$ cat config.mk
export PLATFORM = sky130hd
export DESIGN_NAME = bin_search_initiator
export DESIGN_NICKNAME = d
export VERILOG_FILES = /design/src/rtl/bin_search_initiator.sv
export SDC_FILE = /design/constraint.sdc
export NUM_CORES = 1
export LEC_CHECK = 0
export CAP_MARGIN = 10
export CORE_MARGIN = 3
export CORE_UTILIZATION = 51
export CTS_CLUSTER_SIZE = 12
export DETAILED_ROUTE_END_ITERATION = 8
export GPL_TIMING_DRIVEN = 0
export PLACE_DENSITY_LB_ADDON = 0.3
export SLEW_MARGIN = 10
export SYNTH_ARGS = -nofsm -noshare
export SYNTH_HDL_FRONTEND = slang
export SYNTH_SLANG_ARGS = --single-unit
$ cat constraint.sdc
create_clock -name clk -period 2.1 [get_ports clk]
set_input_delay 0.42 -clock clk [delete_from_list [all_inputs] [get_ports clk]]
set_output_delay 0.42 -clock clk [all_outputs]
set_load 0.05 [all_outputs]
$ cat src/rtl/bin_search_initiator.sv
// Binary-search initiator that drives trial operands into an external magnitude comparator.
// Optional macro BIN_SEARCH_ONEHOT_CHECK_EN: reject any comparator result that is not one-hot.
module bin_search_initiator #(
    parameter int WIDTH = 3,
    localparam int SW = $clog2(WIDTH + 2)
) (
    input  logic             clk,
    input  logic             reset,
    input  logic             start,
    input  logic             cmp_equal,
    input  logic             cmp_greater,
    input  logic             cmp_smaller,
    output logic [WIDTH-1:0] guess,
    output logic             guess_valid,
    output logic             busy,
    output logic             done,
    output logic             err,
    output logic [WIDTH-1:0] found,
    output logic [SW-1:0]    step_count
);

    typedef enum logic [2:0] {IDLE, PROBE, CHECK, DONE, ERR} state_t;

    state_t           state, state_n;
    logic [WIDTH-1:0] low, low_n, high, high_n, guess_n, found_n;
    logic [SW-1:0]    step_n;
    logic [WIDTH:0]   sum;
    logic             bad_result;

    // One extra bit keeps low+high from wrapping when high is all ones.
    assign sum = {1'b0, low} + {1'b0, high};

`ifdef BIN_SEARCH_ONEHOT_CHECK_EN
    assign bad_result = !$onehot({cmp_equal, cmp_greater, cmp_smaller});
`else
    assign bad_result = !(cmp_equal || cmp_greater || cmp_smaller);
`endif

    always_comb begin
        state_n = state;
        low_n   = low;
        high_n  = high;
        guess_n = guess;
        found_n = found;
        step_n  = step_count;
        case (state)
            IDLE: begin
                if (start) begin
                    low_n   = '0;
                    high_n  = '1;
                    step_n  = '0;
                    found_n = '0;
                    state_n = PROBE;
                end
            end
            PROBE: begin
                guess_n = sum[WIDTH:1];
                step_n  = step_count + SW'(1);
                state_n = CHECK;
            end
            CHECK: begin
                if (bad_result) begin
                    state_n = ERR;
                end else if (cmp_equal) begin
                    found_n = guess;
                    state_n = DONE;
                end else if (cmp_greater) begin
                    if (guess == high) begin
                        state_n = ERR;
                    end else begin
                        low_n   = guess + WIDTH'(1);
                        state_n = PROBE;
                    end
                end else begin
                    if (guess == low) begin
                        state_n = ERR;
                    end else begin
                        high_n  = guess - WIDTH'(1);
                        state_n = PROBE;
                    end
                end
                if (state_n == ERR) begin
                    found_n = '0;
                end
            end
            DONE:    state_n = IDLE;
            ERR:     state_n = IDLE;
            default: state_n = IDLE;
        endcase
    end

    // Status outputs are registered copies of what the next state implies.
    always_ff @(posedge clk or posedge reset) begin
        if (reset) begin
            state       <= IDLE;
            low         <= '0;
            high        <= '0;
            guess       <= '0;
            found       <= '0;
            step_count  <= '0;
            guess_valid <= 1'b0;
            busy        <= 1'b0;
            done        <= 1'b0;
            err         <= 1'b0;
        end else begin
            state       <= state_n;
            low         <= low_n;
            high        <= high_n;
            guess       <= guess_n;
            found       <= found_n;
            step_count  <= step_n;
            guess_valid <= (state_n == CHECK);
            busy        <= (state_n != IDLE);
            done        <= (state_n == DONE);
            err         <= (state_n == ERR);
        end
    end

endmodule

# Word-level counts from Yosys, hierarchy flattened
# Cells that the tools add are included.
# totals
ff_bits,22
latchBits,0
ram_bits,0
rom_bits,0
output_inout_bits,13
elab_cells,66
mem_count,0
# op_classes
addsub,4
multipliers,0
div,0
magnitude_cmp,0
eq_ne,17
n_shift,0
muxes,25
bitwise,0
reduce_logical,10
# op_table
operator,count
$mux W3,20
$pmux W3 S2,4
$ne A2 B2 Y1 const B,7
$reduce_and A6 Y1,2
$eq A3 B2 Y1 const B,3
$pmux W3 S3,1
$add A3 B1 Y3 const B,2
$eq A3 B3 Y1,2
$eq A3 B3 Y1 const B,2
$ne A3 B3 Y1 const B,2
$add A3 B3 Y4,1
$reduce_and A4 Y1,1
$reduce_bool A2 Y1,2
$eq A3 B1 Y1 const B,1
$logic_not A3 Y1,1
$reduce_bool A3 Y1,1
$sub A3 B1 Y3 const B,1
$logic_or A1 B1 Y1,2
$reduce_and A2 Y1,1

# Logic depth before layout (Yosys ltp)
# Gate-level depths: netlist of the first run.
# depth
depth_word,9
mapped_depth,6

# Least setup slack after synthesis of the first run
# OpenSTA, ideal clock, no wires.
# synth_path
path_kind,register to register
from,reg guess[0]
to,reg high[0]
t_arrival_ns,1.759
required_time_ns,1.975
setup_slack_ns,0.216
path_stages_with_launch,6
period_less_slack_ns,1.884
path_cell_list,dfrtp_1 -> buf_2 -> xor2_1 -> o31a_1 -> a21o_2 -> mux2_4
# synth_between
elab_chain_len,6
elab_cells_between_ends,9
# synth_lines
element,line_no,rtl
start: declaration,13,"output logic [WIDTH-1:0] guess,"
start signal: assignment,109,guess <= guess_n;
$sub A3 B1 Y3,78,high_n = guess - WIDTH'(1);
$mux W3,75,if (guess == low) begin
$mux W3,67,end else if (cmp_greater) begin
$mux W3,64,end else if (cmp_equal) begin
$mux W3,62,if (bad_result) begin
$pmux W3 S2,46,case (state)
end signal: assignment,108,high <= high_n;
end: declaration,25,"logic [WIDTH-1:0] low, low_n, high, high_n, guess_n, found_n;"
# Several ways; a longest one is shown, not always the timed one. The select of a mux whose other input is x is not followed.
# A chain may end at the register's enable or synchronous reset.

# Final worst setup path of the first run
# layout_path
from,reg step_count[0]
to,out step_count[0]
# layout_lines
element,line_no,rtl
start: declaration,19,output logic [SW-1:0] step_count
start signal: assignment,111,step_count <= step_n;
# No word-level cell between the ends.

==> run_results.csv, run 1 <==
group,metric,value,unit
final_layout,syn2layout_area_growth,22.2,%
place,port_buffers,18,
setup_path,crit_cells,1,
worst_hold_path,worstHoldPathCells,1,
logic_synthesis,synth_top_family_by_area,"simple AND/OR/NAND/NOR gates",
run,maxCapViolCount,0,
cts,clk_path_buf_depth,2,
logic_synthesis,syn_area_per_cell,10.8,sq um
setup_path,cp_data_required_time,1680,ps
worst_hold_path,hold_path_end,"step_count[2]",
floorplan,dieArea,2800,sq um
logic_synthesis,yosysWarnings,0,
detailed_routing,routed_wl,2130,um
floorplan,chipWidth,52.9,um
sta,holdWs,502,ps
logic_synthesis,postSynth.asyncResetShare,100,%
sta,rsz0062_at_grt,"false",
setup_path,timing.critical_path.buf_inv,1,
logic_synthesis,synth_xor_area_share,7.03,%
detailed_routing,wl_per_cell,13.9,um
logic_synthesis,synth.largest_area_cell,"dfrtp_1",
detailed_routing,drt_iter0_drc,13,
place,dp_hpwl,1590,um
final_layout,drive_above_1_share,12.7,%
logic_synthesis,yosys-top-cells-area,"dfrtp_1, ha_1, nand2_1, xnor2_1, mux2_4",
setup_path,crit_family,"buffers and inverters",
global_route,grt_pass1_wl,3630,um
floorplan,io-pin-count,19,
setup_path,crit_path_cell_trace,"clkdlybuf4s50_1",
cts,cts_made_buffers,3,
global_route,antenna_found_initial,0,
logic_synthesis,synth_compound_area_share,11.3,%
sta,setup_violations,0,
logic_synthesis,yosys.area_share.simple,13.6,%
worst_hold_path,min_path_type,"register to register",
final_layout,diodes,0,
logic_synthesis,synth_edf_count,0,
detailed_routing,drc,0,
logic_synthesis,synthesis.nets,116,
cts,cts_tree,"done",
place,pre_cts_ws,-128,ps
sta,period_needed,1950,ps
setup_path,r2r_start,"state[0]",
floorplan,die_h,52.9,um
sta,timing.slew.headroom,46.4,%
logic_synthesis,ys_seq_elements,22,
final_layout,layout.cells.non_filler,153,
cts,insertion_delay,310,ps
power_and_ir_drop,vdd_drop_max,944,uV
logic_synthesis,ys_seq_area_share,49.1,%
sta,worst_pin_slew,793,ps
logic_synthesis,synth_cell_type_count,32,
detailed_routing,drtPass1Iterations,4,
setup_path,critical_path.max_fanout,4,
global_route,gr-usage-all-layers,18.2,%
setup_path,end_kind,"primary output",
global_route,grt_pass1_vias,784,
detailed_routing,ant_nets,0,
floorplan,placementRows,16,
logic_synthesis,syn-cell-area,1120,sq um
place,routabilityCongestion,0.898,
floorplan,start_util,55.4,%
sta,drv_slew,0,
setup_path,cp.arrival,1530,ps
cts,cts_sinks,22,
setup_path,worstRegToRegCells,4,
setup_path,r2r_end,"found[1]",
logic_synthesis,synthMuxAreaShare,7.70,%
outcome,status,"finished, final reports clean",
setup_path,worst-r2r-setup-slack,270,ps
setup_path,cp-start-kind,"register",
place,place_area,1340,sq um
setup_path,cp_slowest_stage_delay,820,ps
final_layout,fillCellCount,161,
final_layout,finish.instance_area,1370,sq um
global_route,grt_max_degree,23,
setup_path,slowest_stage,"clkdlybuf4s50_1",
detailed_routing,post_drt_via_cell_ratio,5.37,
sta,fmax,513,MHz
cts,cts.clk_slew.worst_paths,110,ps
sta,report.final.hold_viol_count,0,
detailed_routing,via_count,821,
cts,root_buffer,"clkbuf_4",
sta,final.setup.worst_slack,152,ps
floorplan,core,2020,sq um
final_layout,fin_nets,139,
cts,cts-htree-levels,1,
place,dp_cells,149,
logic_synthesis,synth_ff_type,"dfrtp_1",
logic_synthesis,synthAdderAreaFrac,7.37,%
sta,period_share,92.8,%
logic_synthesis,yosysTopAreaCellShare,49.1,%
logic_synthesis,netlist_instances,104,
power_and_ir_drop,power_density,1650,nW/um^2
global_route,grt-ovfl-total,0,
setup_path,path_class,"register to primary output",
sta,final.setup_skew,10.9,ps
power_and_ir_drop,p_leak,0.000646,uW
worst_hold_path,holdCritStartpoint,"step_count[2]",
[state kept, by name, indices dropped and copies added, names as in the netlist, 3 cells and up]
signal / flops
found: 3
guess: 3
high: 3
low: 3
state: 3
step_count: 3
[cell usage after synthesis (2+ instances only)]
cell	instances
o31ai_1	3
buf_2	2
inv_1	6
dfrtp_1	22
a22oi_1	3
o21ai_0	7
mux2i_1	3
xnor2_1	6
nor2_1	5
xor2_1	3
mux2_4	3
nand2_1	15
clkbuf_1	2
ha_1	5
and3_1	2
[kinds of logic (layout without fill, tap and decap cells)]
group,Yosys count,after routing
compound gates,19,19
buf+inv,11,33
flops,22,22
simple gates,30,30
xor+xnor,9,9
mux,7,7
fa+ha+maj,6,6
[timing repair]
action | 4_1_cts | 5_1_grt
setup endpoints to repair | 1 | 0
setup buffers | 0 | 0
hold endpoints to repair | 0 | 0
resized for setup | 1 | 0
hold buffers | 0 | 0
[final cells by class]
type,instances,area (sq um),share of cell area [%]
clock buffer,4,36.3,2.65
timing repair buffer,18,179,13.1
buffer,4,17.5,1.28
sequential,22,551,40.2
multi-input combinational,71,527,38.4
inverter,7,26.3,1.92
tap,27,33.8,2.47
[cells in the final DEF, fill, tap and decap left out, drive strengths merged, types with 2 or more instances in the layout]
cell,count
or3b,2
o21ai,7
inv,7
o31ai,3
xor2,3
nand2,15
mux2i,3
mux2,4
and3,2
clkdlybuf4s50,17
a22oi,3
nor2,5
dfrtp,22
clkbuf,6
buf,2
xnor2,6
ha,5
[worst max-delay path by stage]
stage	slack, ps	from	to
final	150	step_count[0]	step_count[0]
after global routing	60	start	found[1]
after CTS	130	step_count[0]	step_count[0]
after detailed placement	-130	start	high[0]
after global placement	-130	start	high[1]
after floorplan	220	guess[0]	high[0]
[report_power, final]
part / internal [uW] / total (uW) / switching [uW]
clock: 106 / 235 / 129
combinational: 517 / 1290 / 776
sequential: 585 / 737 / 151
total: 1210 / 2260 / 1060
[stage by stage]
stage	utilization [%]	total power, uW	setup TNS (ps)
floorplan	-	1690	0
finish	67.8	2260	0
detailed placement	66.0	2050	-787
global placement	66.0	2010	-786
CTS	67.8	2280	0
global route	67.8	2430	0
[routing by layer]
layer  GRT usage (%)  up-vias  share of wire [%]
met3            3.38        5                3.7
met2            26.7       17                 45
met5               0        -                  0
met1            25.7      397                 49
li1                -      402                  -
met4            8.94        0                2.0
Power figures use the tool's default switching activity.
==> run 2, diff against run 1 <==
- CORE_MARGIN: 3 -> 1
- CTS_CLUSTER_SIZE: 12 -> 24
==> run 2 against run 1 <==
Worst hold slack worse by 7.2 ps. Total power decreased by 1.7%. Largest cell class unchanged. Final area shrank 0.73%. Largest power group unchanged. Die area decreased by 15%.
==> run_results.csv, run 2 (synthesis results as in run 1) <==
group,metric,value,unit
detailed_routing,drc,0,
floorplan,start_util,55.4,%
global_route,grt_pass1_vias,813,
detailed_routing,wl_per_cell,14.0,um
final_layout,seqCellArea,551,sq um
sta,worst_pin_slew,868,ps
sta,report.final.hold_viol_count,0,
cts,root_buffer,"clkbuf_4",
worst_hold_path,min_path_type,"register to register",
final_layout,fillCellCount,156,
place,routabilityCongestion,0.886,
setup_path,cp_slowest_stage_delay,710,ps
setup_path,cp-start-kind,"input port",
sta,final.setup_skew,4.65,ps
power_and_ir_drop,power_density,1640,nW/um^2
global_route,antenna_found_initial,0,
global_route,top_usage_layer,"met2",
power_and_ir_drop,p_leak,0.000647,uW
global_route,met2_usage,33.6,%
setup_path,cp_data_required_time,2270,ps
cts,insertion_delay,290,ps
setup_path,critical_path.max_fanout,4,
detailed_routing,ant_nets,0,
floorplan,io-pin-count,19,
place,port_buffers,18,
final_layout,fin_nets,139,
detailed_routing,post_drt_via_cell_ratio,5.47,
global_route,grt_pass1_wl,3810,um
final_layout,multi_input_area,527,sq um
setup_path,end_kind,"register",
sta,period_needed,1990,ps
global_route,grt-ovfl-total,0,
floorplan,dieArea,2390,sq um
detailed_routing,drtPass1Iterations,4,
final_layout,diodes,0,
global_route,use_met1,28.6,%
final_layout,syn2layout_area_growth,21.3,%
sta,holdWs,495,ps
sta,period_share,94.6,%
cts,cts_setup_buffers,0,
global_route,grt_max_degree,23,
place,dp_hpwl,1600,um
sta,drv_slew,0,
cts,cts_sinks,22,
sta,final.setup.worst_slack,113,ps
floorplan,die_h,48.9,um
place,place_area,1340,sq um
run,maxCapViolCount,0,
final_layout,layout_commonest_cell,"dfrtp_1",
setup_path,slowest_stage,"nor4b_1",
cts,cts_made_buffers,3,
final_layout,drive_above_1_share,12.0,%
setup_path,timing.critical_path.buf_inv,1,
floorplan,placementRows,16,
cts,cts_tree,"done",
detailed_routing,drt_iter0_drc,25,
detailed_routing,routed_wl,2120,um
setup_path,path_class,"input port to register",
final_layout,layout_common_cells,"dfrtp_1, clkdlybuf4s50_1, nand2_1, o21ai_0",
detailed_routing,via_count,831,
floorplan,chipWidth,48.9,um
final_layout,finish.instance_area,1360,sq um
sta,setup_violations,0,
cts,cts-htree-levels,1,
outcome,status,"finished, final reports clean",
sta,fmax,503,MHz
sta,timing.slew.headroom,41.3,%
cts,clk_path_buf_depth,2,
setup_path,crit_path_cell_trace,"clkdlybuf4s50_1 -> nor4b_1 -> nor2_1 -> a22oi_1 -> o31ai_1",
setup_path,crit_family,"simple AND/OR/NAND/NOR gates",
sta,rsz0062_at_grt,"false",
power_and_ir_drop,vdd_drop_max,923,uV
place,pre_cts_ws,-222,ps
setup_path,cp.arrival,2160,ps
global_route,use_met3,3.43,%
cts,cts.clk_slew.worst_paths,110,ps
floorplan,core,2020,sq um
global_route,gr-usage-all-layers,20.7,%
==> run 2: cell types whose count changed in the layout (fill, tap and decap cells not counted), sizes merged <==
cell	delta
dlymetal6s2s	+1
clkbuf	-1
dlygate4sd2	-1
==> run 2: final timing paths <==
check                              startpoint             to  slack, ps  depth (start not counted)
worst max-delay path                    start       found[0]        110                          5
worst min-delay path            step_count[2]  step_count[2]        500                          1
worst max register to register       state[0]       found[0]        190                          4
worst min register to register  step_count[2]  step_count[2]        500                          1
max in group asynchronous               reset         low[1]       1010                          2
min in group asynchronous               reset        high[1]        580                          2
==> run 2: repair_timing <==
item	in CTS	in global routing
gates resized for setup	0	1
hold buffers	0	0
hold endpoints to repair	0	0
endpoints found under the setup margin	0	1
==> run 2: power by group <==
part | leakage (uW) | total (uW) | switching, uW | internal [uW]
combinational | 0.000356 | 1310 | 783 | 523
clock | 0.0000138 | 181 | 115 | 66.6
sequential | 0.000277 | 738 | 152 | 585
==> run 2: routing by layer <==
layer	share of wire [%]	wire length, um
met5	0	0
met4	0.42	9
met3	3.6	76
met2	49	1040
met1	47	997
==> run 2: metrics by stage <==
stage,std cells,setup TNS (ps),util (%),power (uW)
2_1_floorplan,104,0,-,1690
6_report,152,0,67.3,2230
3_3_place_gp,149,-911,66.0,2010
4_1_cts,152,0,67.1,2240
5_1_grt,152,0,67.3,2410
3_5_place_dp,149,-1430,66.0,2060
==> run 2: cell type report <==
| type | count | area share (%) |
|---|---|---|
| sequential | 22 | 40.5 |
| clock buffer | 3 | 1.66 |
| inverter | 7 | 1.93 |
| timing repair buffer | 18 | 13.4 |
| buffer | 4 | 1.29 |
| multi-input combinational | 71 | 38.7 |
| tap | 27 | 2.48 |
==> run 3, diff against run 2 <==
- PLACE_DENSITY: default -> 0.77
- PLACE_DENSITY_LB_ADDON: 0.3 -> default
==> run 3 against run 2 <==
Worst hold slack improved by 2.3 ps. Final area is 0.28% lower. Core utilization shrank 0.19 points. Critical path type is now register to primary output.
==> run_results.csv, run 3 (synthesis results as in run 1) <==
group,metric,value,unit
outcome,status,"finished, final reports clean",
run,maxCapViolCount,0,
floorplan,placementRows,16,
sta,final.setup.worst_slack,153,ps
final_layout,finish.instance_area,1360,sq um
final_layout,fin_nets,139,
global_route,grt_pass1_vias,857,
cts,root_buffer,"clkbuf_4",
setup_path,cp_slowest_stage_delay,820,ps
final_layout,diodes,0,
setup_path,cp.arrival,1530,ps
worst_hold_path,holdCritStartpoint,"step_count[2]",
power_and_ir_drop,power_density,1650,nW/um^2
floorplan,io-pin-count,19,
power_and_ir_drop,power.total,2230,uW
global_route,gr-usage-all-layers,21.8,%
detailed_routing,routed_wl,2190,um
sta,drv_slew,0,
global_route,met2_usage,37.0,%
floorplan,core,2020,sq um
setup_path,cp-start-kind,"register",
cts,insertion_delay,300,ps
detailed_routing,drc,0,
setup_path,slowest_stage,"clkdlybuf4s50_1",
sta,worst_pin_slew,794,ps
global_route,antenna_found_initial,0,
setup_path,r2r_start,"state[0]",
place,port_buffers,18,
sta,holdWs,497,ps
detailed_routing,via_count,807,
global_route,grt-ovfl-total,0,
sta,fmax,514,MHz
final_layout,syn2layout_area_growth,21.0,%
setup_path,timing.critical_path.buf_inv,1,
place,routabilityCongestion,0.844,
cts,cts.clk_slew.worst_paths,110,ps
floorplan,chipWidth,48.9,um
global_route,grt_pass1_wl,3970,um
cts,cts_made_buffers,3,
sta,report.final.hold_viol_count,0,
detailed_routing,wl_per_cell,14.4,um
floorplan,dieArea,2390,sq um
floorplan,start_util,55.4,%
setup_path,end_kind,"primary output",
detailed_routing,ant_nets,0,
detailed_routing,drtPass1Iterations,3,
worst_hold_path,min_path_type,"register to register",
cts,cts_tree,"done",
detailed_routing,post_drt_via_cell_ratio,5.31,
floorplan,die_h,48.9,um
cts,clk_path_buf_depth,2,
cts,cts-htree-levels,1,
global_route,use_met3,3.43,%
detailed_routing,drt_iter0_drc,14,
sta,setup_violations,0,
setup_path,cp_data_required_time,1680,ps
cts,cts_sinks,22,
cts,ctsHoldBuffers,0,
final_layout,final_util,67.1,%
setup_path,path_class,"register to primary output",
sta,period_share,92.7,%
sta,final.setup_skew,5.56,ps
setup_path,critical_path.max_fanout,4,
final_layout,layout_common_cells,"dfrtp_1, clkdlybuf4s50_1, nand2_1, o21ai_0",
final_layout,layout_commonest_cell,"dfrtp_1",
power_and_ir_drop,p_leak,0.000638,uW
sta,rsz0062_at_grt,"false",
sta,timing.slew.headroom,46.4,%
place,dp_hpwl,1650,um
global_route,grt_max_degree,23,
place,place_area,1340,sq um
power_and_ir_drop,vdd_drop_max,956,uV
setup_path,startpoint,"step_count[0]",
setup_path,crit_path_cell_trace,"clkdlybuf4s50_1",
setup_path,crit_family,"buffers and inverters",
place,pre_cts_ws,-146,ps
global_route,use_met1,27.8,%
global_route,top_usage_layer,"met2",
final_layout,drive_above_1_share,12.0,%
sta,period_needed,1950,ps
run 3: cell count changes in the layout (fill, tap and decap cells not counted), sizes merged:
| cell | previous run | this run |
|---|---|---|
| dlygate4sd2 | 0 | 1 |
| dlymetal6s2s | 1 | 0 |
run 3: power by group:
group	internal, uW	total (uW)	switching, uW
sequential	585	734	149
clock	66.9	185	118
combinational	518	1310	797
total	1170	2230	1060
run 3: worst paths after layout:
path / endpoint / slack, ps / cells past startpoint
max in group asynchronous: low[1] / 1040 / 2
hold / removal: step_count[2] / 500 / 1
hold reg to reg: step_count[2] / 500 / 1
min in group asynchronous: guess[2] / 560 / 2
setup reg to reg: high[2] / 280 / 3
setup / recovery: step_count[0] / 150 / 1
run 3: routing by layer:
metal  share of wire, %  routed length [um]  up-vias
li1                   -                   -      400
met1                 47                1030      391
met2                 50                1080       11
met3                1.8                  39        5
met4                1.6                  34        0
met5                  0                   0        -
run 3: timing repair:
action | CTS | global route
gates resized for setup | 1 | 0
setup buffers | 0 | 0
hold endpoints to repair | 0 | 0
endpoints found under the setup margin | 1 | 0
run 3: metrics by stage:
step                      TNS, ps  cells
after CTS                       0    152
after detailed placement    -1000    149
after floorplan                 0    104
after global routing            0    152
final                           0    152
after global placement       -783    149
run 3: final cells by class:
class | count | area [sq um]
sequential | 22 | 551
tap | 27 | 33.8
inverter | 7 | 26.3
clock buffer | 3 | 22.5
multi-input combinational | 71 | 527
fill | 157 | 666
timing repair buffer | 18 | 179
buffer | 4 | 17.5
